**src/rtl/uart_apb_pkg.sv**
```systemverilog
// uart_apb_pkg - shared register offsets, STATUS bit positions and the CFG
// field layout for the UART APB register file.
package uart_apb_pkg;

   // Word offsets, which are byte address bits [4:2]
   localparam logic [2:0] REG_TXDATA = 3'd0;  // 0x00
   localparam logic [2:0] REG_RXDATA = 3'd1;  // 0x04
   localparam logic [2:0] REG_CFG    = 3'd2;  // 0x08
   localparam logic [2:0] REG_CTRL   = 3'd3;  // 0x0C
   localparam logic [2:0] REG_STATUS = 3'd4;  // 0x10
   localparam logic [2:0] REG_IER    = 3'd5;  // 0x14

   // STATUS bit positions
   localparam int ST_TXDONE  = 0;
   localparam int ST_RXAVAIL = 1;
   localparam int ST_PERR    = 2;
   localparam int ST_OVR     = 3;
   localparam int ST_TXBUSY  = 4;

   // CFG[4:0] as seen by the UART core
   typedef struct packed {
      logic       parity_type;   // CFG[4]
      logic       parity_en;     // CFG[3]
      logic       stop_bit_num;  // CFG[2]
      logic [1:0] data_bit_num;  // CFG[1:0]
   } cfg_t;

endpackage

```
**src/rtl/uart_rx_fifo.sv**
```systemverilog
// uart_rx_fifo - synchronous FIFO for received bytes plus parity flag.
// A push while full is accepted only when a pop happens in the same cycle.
// Only instantiated when UART_RX_FIFO_EN is defined.
module uart_rx_fifo #(
   parameter int DEPTH = 8,
   parameter int W     = 9
) (
   input  logic                   clk,
   input  logic                   reset_n,
   input  logic                   push,
   input  logic                   pop,
   input  logic [W-1:0]           din,
   output logic [W-1:0]           dout,
   output logic                   full,
   output logic                   empty,
   output logic [$clog2(DEPTH):0] count
);

   localparam int AW = $clog2(DEPTH);
   localparam int CW = AW + 1;

   logic [W-1:0]  mem [DEPTH];
   logic [AW-1:0] wr_ptr;
   logic [AW-1:0] rd_ptr;
   logic          do_push;
   logic          do_pop;

   assign do_pop  = pop & ~empty;
   assign do_push = push & (~full | do_pop);

   // NOTE: storage has no reset; the pointers and count define validity,
   // so resetting them is enough and keeps the array a plain RAM.
   // Storage write port
   always_ff @(posedge clk) begin
      if (do_push) mem[wr_ptr] <= din;
   end

   // NOTE: sequential state uses non-blocking assignments so every register
   // samples pre-edge values regardless of statement order.
   // Pointer and occupancy tracking
   always_ff @(posedge clk or negedge reset_n) begin
      if (!reset_n) begin
         wr_ptr <= '0;
         rd_ptr <= '0;
         count  <= '0;
      end else begin
         if (do_push) wr_ptr <= wr_ptr + AW'(1);
         if (do_pop)  rd_ptr <= rd_ptr + AW'(1);
         count <= count + CW'(do_push) - CW'(do_pop);
      end
   end

   assign dout  = mem[rd_ptr];
   assign full  = (count == CW'(DEPTH));
   assign empty = (count == '0);

endmodule

```
**src/rtl/uart_apb_regs.sv**
```systemverilog
// uart_apb_regs - APB3 slave register file for the UART core.
// Configuration macro UART_RX_FIFO_EN: when defined, received bytes are
// buffered in an RX_DEPTH-entry FIFO; otherwise a single holding register.
module uart_apb_regs
   import uart_apb_pkg::*;
#(
   parameter int         ADDR_W   = 12,
   parameter int         DATA_W   = 32,
   parameter int         RX_DEPTH = 8,
   parameter logic [4:0] CFG_RST  = 5'h03
) (
   input  logic              clk,
   input  logic              reset_n,
   input  logic              psel,
   input  logic              penable,
   input  logic              pwrite,
   input  logic [ADDR_W-1:0] paddr,
   input  logic [DATA_W-1:0] pwdata,
   output logic [DATA_W-1:0] prdata,
   output logic              pready,
   output logic              pslverr,
   input  logic              tx_done,
   input  logic              rx_done,
   input  logic [7:0]        rx_data,
   input  logic              parity_error,
   output logic [7:0]        tx_data,
   output logic [1:0]        data_bit_num,
   output logic              stop_bit_num,
   output logic              parity_en,
   output logic              parity_type,
   output logic              start_tx,
   output logic              irq
);

   logic              setup_ph;
   logic              access_ph;
   logic [2:0]        reg_off;
   logic              addr_err;
   logic              wr_en;
   logic              start_go;
   logic              clr_txdone;
   logic              clr_perr;
   logic              clr_ovr;
   logic              pop_pend;
   logic              rx_pop;
   logic              ovr_set;

   logic [7:0]        txdata_q;
   cfg_t              cfg_q;
   logic [3:0]        ier_q;
   logic              tx_busy;
   logic              txdone_st;
   logic              perr_st;
   logic              ovr_st;

   logic [8:0]        rx_head;
   logic              rx_full;
   logic              rx_empty;
   logic [8:0]        rx_cnt9;
   logic [7:0]        rx_cnt8;
   logic [15:0]       status_w;
   logic [DATA_W-1:0] rd_mux;
   logic              unused_bits;

   assign setup_ph  = psel & ~penable;
   assign access_ph = psel & penable;
   assign reg_off   = paddr[4:2];

   // Misaligned, out-of-window, write to RXDATA, or read of CTRL
   assign addr_err = (paddr[1:0] != 2'b00)
                   | (paddr[ADDR_W-1:5] != '0)
                   | (reg_off > REG_IER)
                   | (pwrite  && (reg_off == REG_RXDATA))
                   | (!pwrite && (reg_off == REG_CTRL));

   assign wr_en      = access_ph & pwrite & ~addr_err;
   assign start_go   = wr_en && (reg_off == REG_CTRL) && pwdata[0] && !tx_busy;
   assign clr_txdone = wr_en && (reg_off == REG_STATUS) && pwdata[ST_TXDONE];
   assign clr_perr   = wr_en && (reg_off == REG_STATUS) && pwdata[ST_PERR];
   assign clr_ovr    = wr_en && (reg_off == REG_STATUS) && pwdata[ST_OVR];

   // Pop only if the SETUP sample actually returned a byte
   assign rx_pop  = access_ph & pop_pend;
   assign ovr_set = rx_done & rx_full & ~rx_pop;

`ifdef UART_RX_FIFO_EN
   logic [$clog2(RX_DEPTH):0] fifo_count;

   uart_rx_fifo #(
      .DEPTH (RX_DEPTH),
      .W     (9)
   ) u_rx_fifo (
      .clk     (clk),
      .reset_n (reset_n),
      .push    (rx_done),
      .pop     (rx_pop),
      .din     ({parity_error, rx_data}),
      .dout    (rx_head),
      .full    (rx_full),
      .empty   (rx_empty),
      .count   (fifo_count)
   );

   assign rx_cnt9 = 9'(fifo_count);
`else
   logic       hold_valid;
   logic [8:0] hold_data;

   // Single-entry holding register; a byte is accepted if empty or popped now
   always_ff @(posedge clk or negedge reset_n) begin
      if (!reset_n) begin
         hold_valid <= 1'b0;
         hold_data  <= '0;
      end else if (rx_done && (!hold_valid || rx_pop)) begin
         hold_valid <= 1'b1;
         hold_data  <= {parity_error, rx_data};
      end else if (rx_pop) begin
         hold_valid <= 1'b0;
      end
   end

   assign rx_head  = hold_data;
   assign rx_full  = hold_valid;
   assign rx_empty = ~hold_valid;
   assign rx_cnt9  = {8'd0, hold_valid};
`endif

   // Count field is 8 bits wide; a 256-deep FIFO saturates at 255
   assign rx_cnt8 = rx_cnt9[8] ? 8'hFF : rx_cnt9[7:0];

   // NOTE: every combinational output gets a default first so no path
   // leaves it unassigned, which would infer a latch.
   // STATUS view assembled from sticky bits and live FIFO/TX state
   always_comb begin
      status_w             = '0;
      status_w[ST_TXDONE]  = txdone_st;
      status_w[ST_RXAVAIL] = ~rx_empty;
      status_w[ST_PERR]    = perr_st;
      status_w[ST_OVR]     = ovr_st;
      status_w[ST_TXBUSY]  = tx_busy;
      status_w[15:8]       = rx_cnt8;
   end

   // Read-data mux; unused bits and empty RXDATA read as zero
   always_comb begin
      rd_mux = '0;
      case (reg_off)
         REG_TXDATA: rd_mux[7:0]  = txdata_q;
         REG_RXDATA: if (!rx_empty) rd_mux[7:0] = rx_head[7:0];
         REG_CFG:    rd_mux[4:0]  = cfg_q;
         REG_STATUS: rd_mux[15:0] = status_w;
         REG_IER:    rd_mux[3:0]  = ier_q;
         default:    rd_mux = '0;
      endcase
   end

   // APB response: data and error captured in SETUP, held through ACCESS
   always_ff @(posedge clk or negedge reset_n) begin
      if (!reset_n) begin
         prdata   <= '0;
         pslverr  <= 1'b0;
         pop_pend <= 1'b0;
      end else if (setup_ph) begin
         prdata   <= (addr_err || pwrite) ? '0 : rd_mux;
         pslverr  <= addr_err;
         pop_pend <= !pwrite && !addr_err && (reg_off == REG_RXDATA) && !rx_empty;
      end else begin
         pslverr  <= 1'b0;
         pop_pend <= 1'b0;
      end
   end

   // Writable registers, sticky status (set beats W1C), start pulse and irq
   always_ff @(posedge clk or negedge reset_n) begin
      if (!reset_n) begin
         txdata_q  <= '0;
         cfg_q     <= cfg_t'(CFG_RST);
         ier_q     <= '0;
         tx_busy   <= 1'b0;
         txdone_st <= 1'b0;
         perr_st   <= 1'b0;
         ovr_st    <= 1'b0;
         start_tx  <= 1'b0;
         irq       <= 1'b0;
      end else begin
         if (wr_en && (reg_off == REG_TXDATA)) txdata_q <= pwdata[7:0];
         if (wr_en && (reg_off == REG_CFG))    cfg_q    <= cfg_t'(pwdata[4:0]);
         if (wr_en && (reg_off == REG_IER))    ier_q    <= pwdata[3:0];

         if (start_go)     tx_busy <= 1'b1;
         else if (tx_done) tx_busy <= 1'b0;

         txdone_st <= tx_done | (txdone_st & ~clr_txdone);
         perr_st   <= (rx_done & parity_error) | (perr_st & ~clr_perr);
         ovr_st    <= ovr_set | (ovr_st & ~clr_ovr);
         start_tx  <= start_go;
         irq       <= |(status_w[3:0] & ier_q);
      end
   end

   assign pready       = 1'b1;
   assign tx_data      = txdata_q;
   assign data_bit_num = cfg_q.data_bit_num;
   assign stop_bit_num = cfg_q.stop_bit_num;
   assign parity_en    = cfg_q.parity_en;
   assign parity_type  = cfg_q.parity_type;

   // Write-data bits beyond the widest register and the stored parity flag
   assign unused_bits = ^{pwdata[DATA_W-1:8], rx_head[8]};

endmodule
```
**config.mk**
```make
export PLATFORM = sky130hd
export DESIGN_NAME = uart_apb_regs
export DESIGN_NICKNAME = d
export VERILOG_FILES = /design/src/rtl/uart_apb_pkg.sv /design/src/rtl/uart_rx_fifo.sv /design/src/rtl/uart_apb_regs.sv
export SDC_FILE = /design/constraint.sdc
export NUM_CORES = 1
export LEC_CHECK = 0
export CAP_MARGIN = 20
export CORE_MARGIN = 4
export CORE_UTILIZATION = 35
export CTS_BUF_LIST = sky130_fd_sc_hd__clkbuf_8
export DETAILED_ROUTE_END_ITERATION = 12
export DONT_BUFFER_PORTS = 1
export GPL_TIMING_DRIVEN = 0
export PLACE_DENSITY = 0.6
export SYNTH_ARGS = -nofsm -noshare
export SYNTH_HDL_FRONTEND = slang
export SYNTH_SLANG_ARGS = --single-unit
```
**constraint.sdc**
```tcl
create_clock -name clk -period 3.95 [get_ports clk]
set_clock_uncertainty 0.2 [all_clocks]
set_input_delay 0.79 -clock clk [delete_from_list [all_inputs] [get_ports clk]]
set_output_delay 0.79 -clock clk [all_outputs]
set_load 0.02 [all_outputs]
```
==> run_results.csv, run 1 <==
group,metric,value,unit
yosys,syn_area,0.002211,mm²
clocking,clockBufferDepth,2,
clocking,cts.clk_slew.worst_paths,0.07,ns
yosys,syn_area_per_cell,11.46,µm²
timing,rsz0062_at_grt,"false",
run,drv_cap,0,
clocking,cts_buffers,5,
yosys,synth_most_common_cell,"dfrtp_1",
floorplanning,dieArea,0.007653,mm²
timing,tns,0,ns
yosys,synth_commonest_cells,"dfrtp_1, mux2_2, buf_4",
drt,vias,1453,
timing,whs,0.1211,ns
drt,vias_per_cell,4.860,
floorplanning,core_area,0.006026,mm²
run_status,outcome,"finished, final reports clean",
yosys,synth_top_area_frac,0.4641,
placement,port_buffers,0,
worst_setup_path,r2r-end,"hold_data[4]",
clocking,cts_tree,"built",
worst_setup_path,crit_chain,"nor4_4 > nand3_2 > nor4_4 > mux2_2",
timing,setup_viol,0,
clocking,cts_root_buffer,"clkbuf_8",
worst_setup_path,cp_max_fo,8,
timing,worst_slew_pin_slew,0.6007,ns
worst_setup_path,max_stage_delay,0.57,ns
placement,dp_hpwl,4.068,mm
yosys,ys.flop_type,"dfrtp_1",
floorplanning,io-pin-count,109,
floorplanning,start_util,0.3669,
worst_hold_path,hp-class,"in2async",
worst_setup_path,worstSetupStartpointType,"primary input",
worst_setup_path,r2r_slack,2.01,ns
layout,nNetsFinal,283,
yosys,postSynth.asyncResetShare,1.000,
worst_setup_path,arrival,2.33,ns
global_routing,grt_overflow,0,
timing,finalCriticalPeriod,2.349,ns
global_routing,grt_max_degree,42,
global_routing,grt.met2_usage,0.2171,
global_routing,grt_pass1_wl,8.086,mm
yosys,synth_edf_count,0,
worst_setup_path,path_class,"in2reg",
clocking,insertion_delay,0.29,ns
timing,final_max_slew_viol_count,0,
drt,wirelength,5.145,mm
drt,detail_route.first_pass.iterations,4,
yosys,ys_types,43,
worst_setup_path,cp-startpoint,"paddr[5]",
worst_setup_path,reg2reg_from,"hold_valid",
timing,finalCritPeriodShare,0.5946,
timing,timing_hold_violations_final,0,
global_routing,grt_pass1_vias,1504,
drt,route.detailed.drc,0,
power,cellPowerDensity,324.8,mW/mm²
power,power_leakage,1.173,nW
layout,syn2layout_area_growth,12.56,%
yosys,seq_area_frac_synth,0.4878,
timing,slew_headroom,0.5965,
worst_setup_path,worst_path_max_delay_cell,"nor4_4",
clocking,cts_resized,0,
power,peakVddDrop,0.1616,mV
drt,initialDrtViolationCount,62,
floorplanning,rows,28,
clocking,postCtsHoldBufs,1,
global_routing,antenna_found_initial,0,
yosys,synth_seq_cells,43,
clocking,cts_sinks,43,
global_routing,top_usage_layer,"met2",
timing,max_freq,0.4257,GHz
global_routing,globalRouteMet1Util,0.1758,
global_routing,track_usage,0.1397,
yosys,netlist_top_cells_area,"dfrtp_1, mux2_2, buf_4",
drt,ant_nets,0,
worst_setup_path,reg2reg_depth,5,
yosys,synth_area_leader_cell,"dfrtp_1",
global_routing,grt_use_met3,0.06055,
yosys,ys.warnings.count,0,
clocking,htree_levels,2,
floorplanning,die_h,87.48,µm
layout,n_antenna_cell,0,
worst_setup_path,cpMostUsedCell,"nor4_4",
layout,drive_gt1_frac,0.3170,
placement,place_congestion,0.7881,
worst_setup_path,worstSetupEndpointType,"flip-flop",
floorplanning,die_width,87.48,µm
clocking,post_cts_buffers,0,
yosys,syn_inst,193,
drt,wl_per_cell,17.21,µm
worst_setup_path,required,3.93,ns
critical path: cells and delay by family:
| family | cells | cell delay, ns |
|---|---|---|
| simple gates | 3 | 1.13 |
| mux | 1 | 0.40 |
placed cells by master, fill, tap and decap left out, types with 2 or more instances in the layout:
cell / n
nand3b_1: 2
nand2_1: 13
mux2_2: 26
buf_4: 24
o32ai_1: 3
a22oi_1: 2
inv_1: 3
nor2_1: 3
nand2b_1: 3
nor3_1: 2
nor4_4: 2
dfrtp_1: 41
o21ai_0: 10
dfstp_2: 2
conb_1: 24
buf_1: 2
mux2i_1: 6
nor2b_1: 5
clkbuf_1: 3
buf_2: 3
a31oi_1: 4
a21oi_1: 6
clkbuf_8: 5
nand4b_1: 2
nand3_1: 7
cell families (layout without fill, tap and decap cells):
group,after synthesis,after routing,synth area share
buffers and inverters,33,42,0.09847
muxes,32,32,0.1596
AOI/OAI and AO/OA,29,29,0.08206
DFF,43,43,0.4878
and+or+nand+nor,54,54,0.1687
other,2,24,0.003397
state kept, by name, summed over array words and instances, names as in the netlist:
name          flops
prdata            9
hold_data         8
tx_data           8
ier_q             4
data_bit_num      2
hold_valid        1
irq               1
ovr_st            1
parity_en         1
parity_type       1
perr_st           1
pop_pend          1
pslverr           1
start_tx          1
stop_bit_num      1
tx_busy           1
txdone_st         1
cell type report:
| type | instances | area, µm² |
|---|---|---|
| clock buffer | 5 | 68.82 |
| tap | 75 | 93.84 |
| sequential | 43 | 1079 |
| timing repair buffer | 1 | 20.02 |
| buffer | 32 | 214.0 |
| multi-input combinational | 139 | 997.2 |
| inverter | 1 | 3.754 |
| clock inverter | 3 | 12.51 |
| fill | 614 | 3537 |
stage by stage:
| stage | power (mW) | setup slack [ns] | std cells | cell area (µm²) | util |
|---|---|---|---|---|---|
| 3_5_place_dp | 0.5434 | 1.270 | 290 | 2387 | 0.3962 |
| 4_1_cts | 0.8175 | 1.589 | 299 | 2489 | 0.4130 |
| 3_3_place_gp | 0.5415 | 1.291 | 290 | 2387 | 0.3962 |
| 6_report | 0.8084 | 1.601 | 299 | 2489 | 0.4130 |
| 5_1_grt | 0.8525 | 1.521 | 299 | 2489 | 0.4130 |
| 2_1_floorplan | 0.5337 | 1.548 | 215 | 2293 | - |
where the power goes:
group	leakage [nW]	internal, mW	switching, mW	total, mW
clock	0.0505	0.119	0.144	0.263
sequential	0.559	0.450	0.00664	0.457
combinational	0.563	0.0369	0.0514	0.0883
layer usage:
layer  vias up  routed length [µm]
met1       676                2101
met5         -                   0
met4         0                  72
li1        706                   -
met3        10                 565
met2        61                2406
how the worst max path moves through the flow:
stage	to
3_5_place_dp	tx_data[6]
3_3_place_gp	tx_data[6]
6_report	tx_data[5]
2_1_floorplan	tx_data[0]
4_1_cts	tx_data[6]
5_1_grt	tx_data[7]
(Power assumes the default switching activity.)
==> inputs of run 2 (changes only) <==
clock period = 2.3 ns   (was 3.95 ns; I/O delays follow)
==> run 2 against run 1 <==
First-iteration DRC count grew 32%. Core utilization grew 0.17 points. Global-route usage fell by 0.14 points. Critical path depth is the same. Combinational power increased by 74%. Power rose by 72%. Largest cell class unchanged.
==> run_results.csv, run 2 (synthesis gave the netlist of run 1 again) <==
group,metric,value,unit
run_status,outcome,"finished, final reports clean",
worst_setup_path,worstSetupEndpointType,"flip-flop",
floorplanning,start_util,0.3669,
drt,detail_route.first_pass.iterations,4,
drt,wirelength,5.077,mm
layout,postLayoutCellArea,0.002499,mm²
floorplanning,io-pin-count,109,
placement,pre_cts_ws,-0.04959,ns
placement,placedCellCount,290,
clocking,cts_buffers,5,
clocking,clockBufferDepth,2,
clocking,post_cts_buffers,0,
clocking,cts_root_buffer,"clkbuf_8",
placement,port_buffers,0,
floorplanning,rows,28,
timing,final_max_slew_viol_count,0,
layout,final_cells,300,
floorplanning,dieArea,0.007653,mm²
placement,place_congestion,0.7881,
worst_setup_path,path_class,"in2reg",
placement,dp_hpwl,4.068,mm
clocking,cts_resized,0,
drt,ant_nets,0,
worst_setup_path,required,2.28,ns
layout,n_antenna_cell,0,
timing,tns,0,ns
drt,vias,1471,
power,power_leakage,1.177,nW
timing,max_freq,0.4962,GHz
worst_setup_path,worstSetupStartpointType,"primary input",
floorplanning,die_h,87.48,µm
timing,setup_viol,0,
global_routing,grt_max_degree,44,
clocking,postCtsHoldBufs,2,
power,cellPowerDensity,555.9,mW/mm²
layout,num-fill-cells,616,
worst_setup_path,cp_max_fo,8,
layout,syn2layout_area_growth,13.02,%
layout,final_util,0.4147,
global_routing,grt_pass1_vias,1488,
clocking,insertion_delay,0.29,ns
run,drv_cap,0,
timing,slew_headroom,0.5963,
global_routing,grt_overflow,0,
drt,wl_per_cell,16.92,µm
layout,largest_reg_flops,9,
global_routing,track_usage,0.1383,
global_routing,grt_pass1_wl,8.024,mm
drt,initialDrtViolationCount,82,
layout,layout_common_cells,"dfrtp_1, mux2_2, buf_4, conb_1, nand2_1",
layout,top_register,"prdata",
timing,finalCriticalPeriod,2.015,ns
floorplanning,die_width,87.48,µm
layout,drive_gt1_frac,0.3156,
placement,place_area,0.002387,mm²
layout,nNetsFinal,284,
clocking,cts.clk_slew.worst_paths,0.08,ns
clocking,htree_levels,2,
worst_hold_path,hp-class,"in2reg",
timing,timing_hold_violations_final,0,
drt,vias_per_cell,4.903,
power,peakVddDrop,0.2745,mV
global_routing,antenna_found_initial,0,
clocking,cts_sinks,43,
drt,route.detailed.drc,0,
timing,rsz0062_at_grt,"false",
timing,worst_slew_pin_slew,0.6010,ns
worst_setup_path,arrival,1.99,ns
clocking,cts_tree,"built",
timing,setup_ws,0.2846,ns
timing,finalCritPeriodShare,0.8762,
floorplanning,core_area,0.006026,mm²
layout,final_common_cell,"dfrtp_1",
-- run 2: cell type report --
cell class	instances	area (µm²)	area share
clock inverters	3	12.51	0.005008
clock buffers	5	68.82	0.02754
inverters	1	3.754	0.001502
repair buffers	2	30.03	0.01202
multi-input cells	139	997.2	0.3991
well taps	75	93.84	0.03756
flip-flops and latches	43	1079	0.4316
plain buffers	32	214.0	0.08563
-- run 2: through the flow --
| step | power (mW) | hold WS [ns] |
|---|---|---|
| after CTS | 1.407 | 0.07125 |
| after detailed placement | 0.9333 | -0.03441 |
| after floorplan | 0.9166 | -0.03559 |
| final | 1.389 | 0.08156 |
| after global placement | 0.9300 | -0.03448 |
| after global routing | 1.467 | 0.05633 |
-- run 2: worst paths after layout --
check	from	end	slack, ns	cells past startpoint
worst max-delay path	paddr[5]	tx_data[5]	0.28	4
worst min register to register	hold_data[5]	hold_data[5]	0.32	1
worst min-delay path	rx_done	hold_valid	0.08	1
worst max register to register	hold_valid	hold_data[4]	0.35	5
min in group asynchronous	reset_n	start_tx	0.41	2
max in group asynchronous	reset_n	data_bit_num[0]	1.21	2
-- run 2: report_power, final --
part           internal [mW]  total (mW)  leakage, nW  switching [mW]
registers              0.773       0.784        0.559          0.0112
logic                 0.0645       0.154        0.567          0.0895
clock network          0.204       0.451       0.0505           0.246
total                   1.04        1.39         1.18           0.347
-- run 2: critical path, cell delays in order --
cell	delay, ns
nor4_4	0.35
nand3_2	0.21
nor4_4	0.57
mux2_2	0.40
-- run 2: layer usage --
layer  GRT usage  up-vias  routed length, µm
li1            -      710                  -
met1      0.1758      688               2095
met2      0.2123       63               2352
met3     0.06055       10                556
met4     0.04184        0                 72
met5           0        -                  0
==> inputs of run 3 (changes only) <==
SYNTH_HIERARCHICAL = 1   (was default)
==> run 3 against run 2 <==
Critical endpoint is now tx_data[3]. Fmax fell by 1.8%. Global-route usage grew 0.73 points. Routed wire length increased by 13%. Sequential power hardly changed. Via count grew 9.0%. Flip-flop and latch count unchanged. Clock-buffer cell count unchanged.
==> run_results.csv, run 3 <==
group,metric,value,unit
drt,wirelength,5.746,mm
worst_setup_path,r2r-end,"hold_data[1]",
worst_setup_path,cpMostUsedCell,"nor4_4",
floorplanning,start_util,0.3675,
worst_hold_path,hp-start,"tx_done",
placement,pre_cts_ws,-0.08811,ns
drt,ant_nets,0,
layout,largest_reg_flops,9,
clocking,cts_root_buffer,"clkbuf_8",
yosys,synth_edf_count,0,
power,power_leakage,1.257,nW
timing,finalCriticalPeriod,2.052,ns
timing,setup_ws,0.2477,ns
worst_setup_path,worstSetupEndpointType,"flip-flop",
worst_setup_path,arrival,2.04,ns
drt,detail_route.first_pass.iterations,4,
global_routing,antenna_found_initial,0,
timing,timing_hold_violations_final,0,
yosys,ys_types,49,
worst_setup_path,max_stage_delay,0.64,ns
layout,num-fill-cells,650,
clocking,cts.clk_slew.worst_paths,0.08,ns
layout,top_register,"prdata",
global_routing,grt_overflow,0,
worst_hold_path,hp-class,"in2reg",
worst_hold_path,hold_path_end,"txdone_st",
worst_setup_path,r2r_slack,0.43,ns
run,drv_cap,0,
global_routing,grt_pass1_vias,1682,
worst_setup_path,critPathTopFamily,"simple AND/OR/NAND/NOR gates",
yosys,netlist_top_cells_area,"dfrtp_1, mux2_2, buf_4",
worst_setup_path,worst_path_max_delay_cell,"nor4_4",
run_status,outcome,"finished, final reports clean",
timing,max_freq,0.4873,GHz
clocking,clockBufferDepth,2,
timing,slew_headroom,0.4767,
worst_setup_path,cp_max_fo,8,
yosys,synth_commonest_cells,"dfrtp_1, buf_4, mux2_2",
yosys,synth_most_common_cell,"dfrtp_1",
floorplanning,die_width,90.35,µm
drt,vias_per_cell,5.089,
drt,vias,1603,
layout,final_util,0.4148,
yosys,seq_area_frac_synth,0.4544,
worst_setup_path,crit_chain,"nor4_4 > nand4_2 > nor4_4 > mux2_2",
layout,layout_common_cells,"dfrtp_1, buf_4, mux2_2, conb_1, nand2_1",
timing,finalCritPeriodShare,0.8923,
floorplanning,rows,29,
clocking,insertion_delay,0.30,ns
floorplanning,io-pin-count,109,
placement,place_congestion,0.7694,
layout,syn2layout_area_growth,12.86,%
yosys,ys.warnings.count,6,
worst_setup_path,reg2reg_from,"pop_pend",
global_routing,track_usage,0.1456,
floorplanning,core_area,0.006459,mm²
global_routing,grt_pass1_wl,9.342,mm
yosys,ys.flop_type,"dfrtp_1",
layout,nNetsFinal,297,
layout,final_common_cell,"dfrtp_1",
timing,setup_viol,0,
worst_hold_path,min_path_cells,1,
layout,final_cells,315,
clocking,htree_levels,2,
yosys,synth_top_area_frac,0.4323,
placement,placedCellCount,305,
worst_setup_path,path_buf_inv,0,
placement,port_buffers,0,
clocking,postCtsHoldBufs,2,
yosys,synth_area_leader_cell,"dfrtp_1",
drt,initialDrtViolationCount,66,
layout,drive_gt1_frac,0.3403,
worst_setup_path,path_class,"in2reg",
timing,worst_slew_pin_slew,0.7791,ns
clocking,post_cts_buffers,0,
worst_setup_path,reg2reg_depth,5,
power,peakVddDrop,0.3934,mV
worst_setup_path,required,2.29,ns
drt,wl_per_cell,18.24,µm
floorplanning,dieArea,0.008163,mm²
timing,final_max_slew_viol_count,0,
worst_setup_path,worstSetupStartpointType,"primary input",
clocking,cts_tree,"built",
clocking,cts_buffers,5,
power,cellPowerDensity,543.2,mW/mm²
clocking,cts_resized,0,
timing,whs,0.04550,ns
yosys,syn_inst,206,
layout,n_antenna_cell,0,
yosys,synth_seq_cells,43,
yosys,syn_area_per_cell,11.52,µm²
floorplanning,die_h,90.35,µm
timing,tns,0,ns
yosys,postSynth.asyncResetShare,1.000,
placement,dp_hpwl,4.258,mm
clocking,cts_sinks,43,
drt,route.detailed.drc,0,
global_routing,grt_max_degree,44,
yosys,syn_area,0.002374,mm²
timing,rsz0062_at_grt,"false",
-- run 3: cell count changes after synthesis, sizes merged, moves of 3 or more --
cell	previous run	this run
o21a	0	3
o21ai	10	7
o22a	0	3
o32ai	3	0
a22oi	2	5
o41ai	0	3
a21oi	6	2
-- run 3: metrics by stage --
step / instance area [µm²] / power, mW
2_1_floorplan: 2456 / 0.9411
3_3_place_gp: 2552 / 0.9592
3_5_place_dp: 2552 / 0.9607
4_1_cts: 2679 / 1.466
5_1_grt: 2679 / 1.515
6_report: 2679 / 1.455
-- run 3: per-layer routing --
layer | GRT usage | wire length (µm) | vias up
met5 | 0 | 0 | -
met4 | 0.04209 | 74 | 0
met3 | 0.05333 | 544 | 6
met2 | 0.2259 | 2631 | 72
met1 | 0.1903 | 2496 | 771
li1 | - | - | 754
-- run 3: worst register-to-register path: cells and delay by family (launching register included) --
family                 cells  cell delay, ns
multiplexers               1            0.40
AND/OR/NAND/NOR            3            0.37
buffers and inverters      1            0.44
flip-flops                 1            0.34
-- run 3: cell families (layout without fill, tap and decap cells) --
group / Yosys count / in the layout / synth area share
DFF: 43 / 43 / 0.4544
AOI/OAI and AO/OA: 34 / 34 / 0.1118
buffers and inverters: 36 / 46 / 0.1144
muxes: 29 / 29 / 0.1355
and+or+nand+nor: 62 / 62 / 0.1808
other: 2 / 24 / 0.003164
-- run 3: area by class of cell --
type / count / area (µm²) / share of cell area
multi-input cells: 149 / 1106 / 0.4129
flip-flops and latches: 43 / 1079 / 0.4026
plain buffers: 34 / 264.0 / 0.09855
well taps: 77 / 96.34 / 0.03596
clock buffers: 5 / 68.82 / 0.02569
repair buffers: 2 / 37.54 / 0.01401
clock inverters: 3 / 20.02 / 0.007473
inverters: 2 / 7.507 / 0.002802
-- run 3: worst max path at each step --
stage / start / endpoint / slack, ns / depth (start not counted)
3_3_place_gp: paddr[7] / tx_data[2] / -0.06 / 4
4_1_cts: paddr[7] / tx_data[3] / 0.23 / 4
3_5_place_dp: paddr[7] / tx_data[3] / -0.09 / 4
2_1_floorplan: paddr[7] / tx_data[0] / 0.33 / 4
5_1_grt: paddr[7] / tx_data[0] / 0.21 / 4
6_report: paddr[7] / tx_data[3] / 0.25 / 4
-- run 3: power by group --
part	internal [mW]	switching, mW
clock	0.211	0.276
sequential	0.773	0.0107
combinational	0.0804	0.104
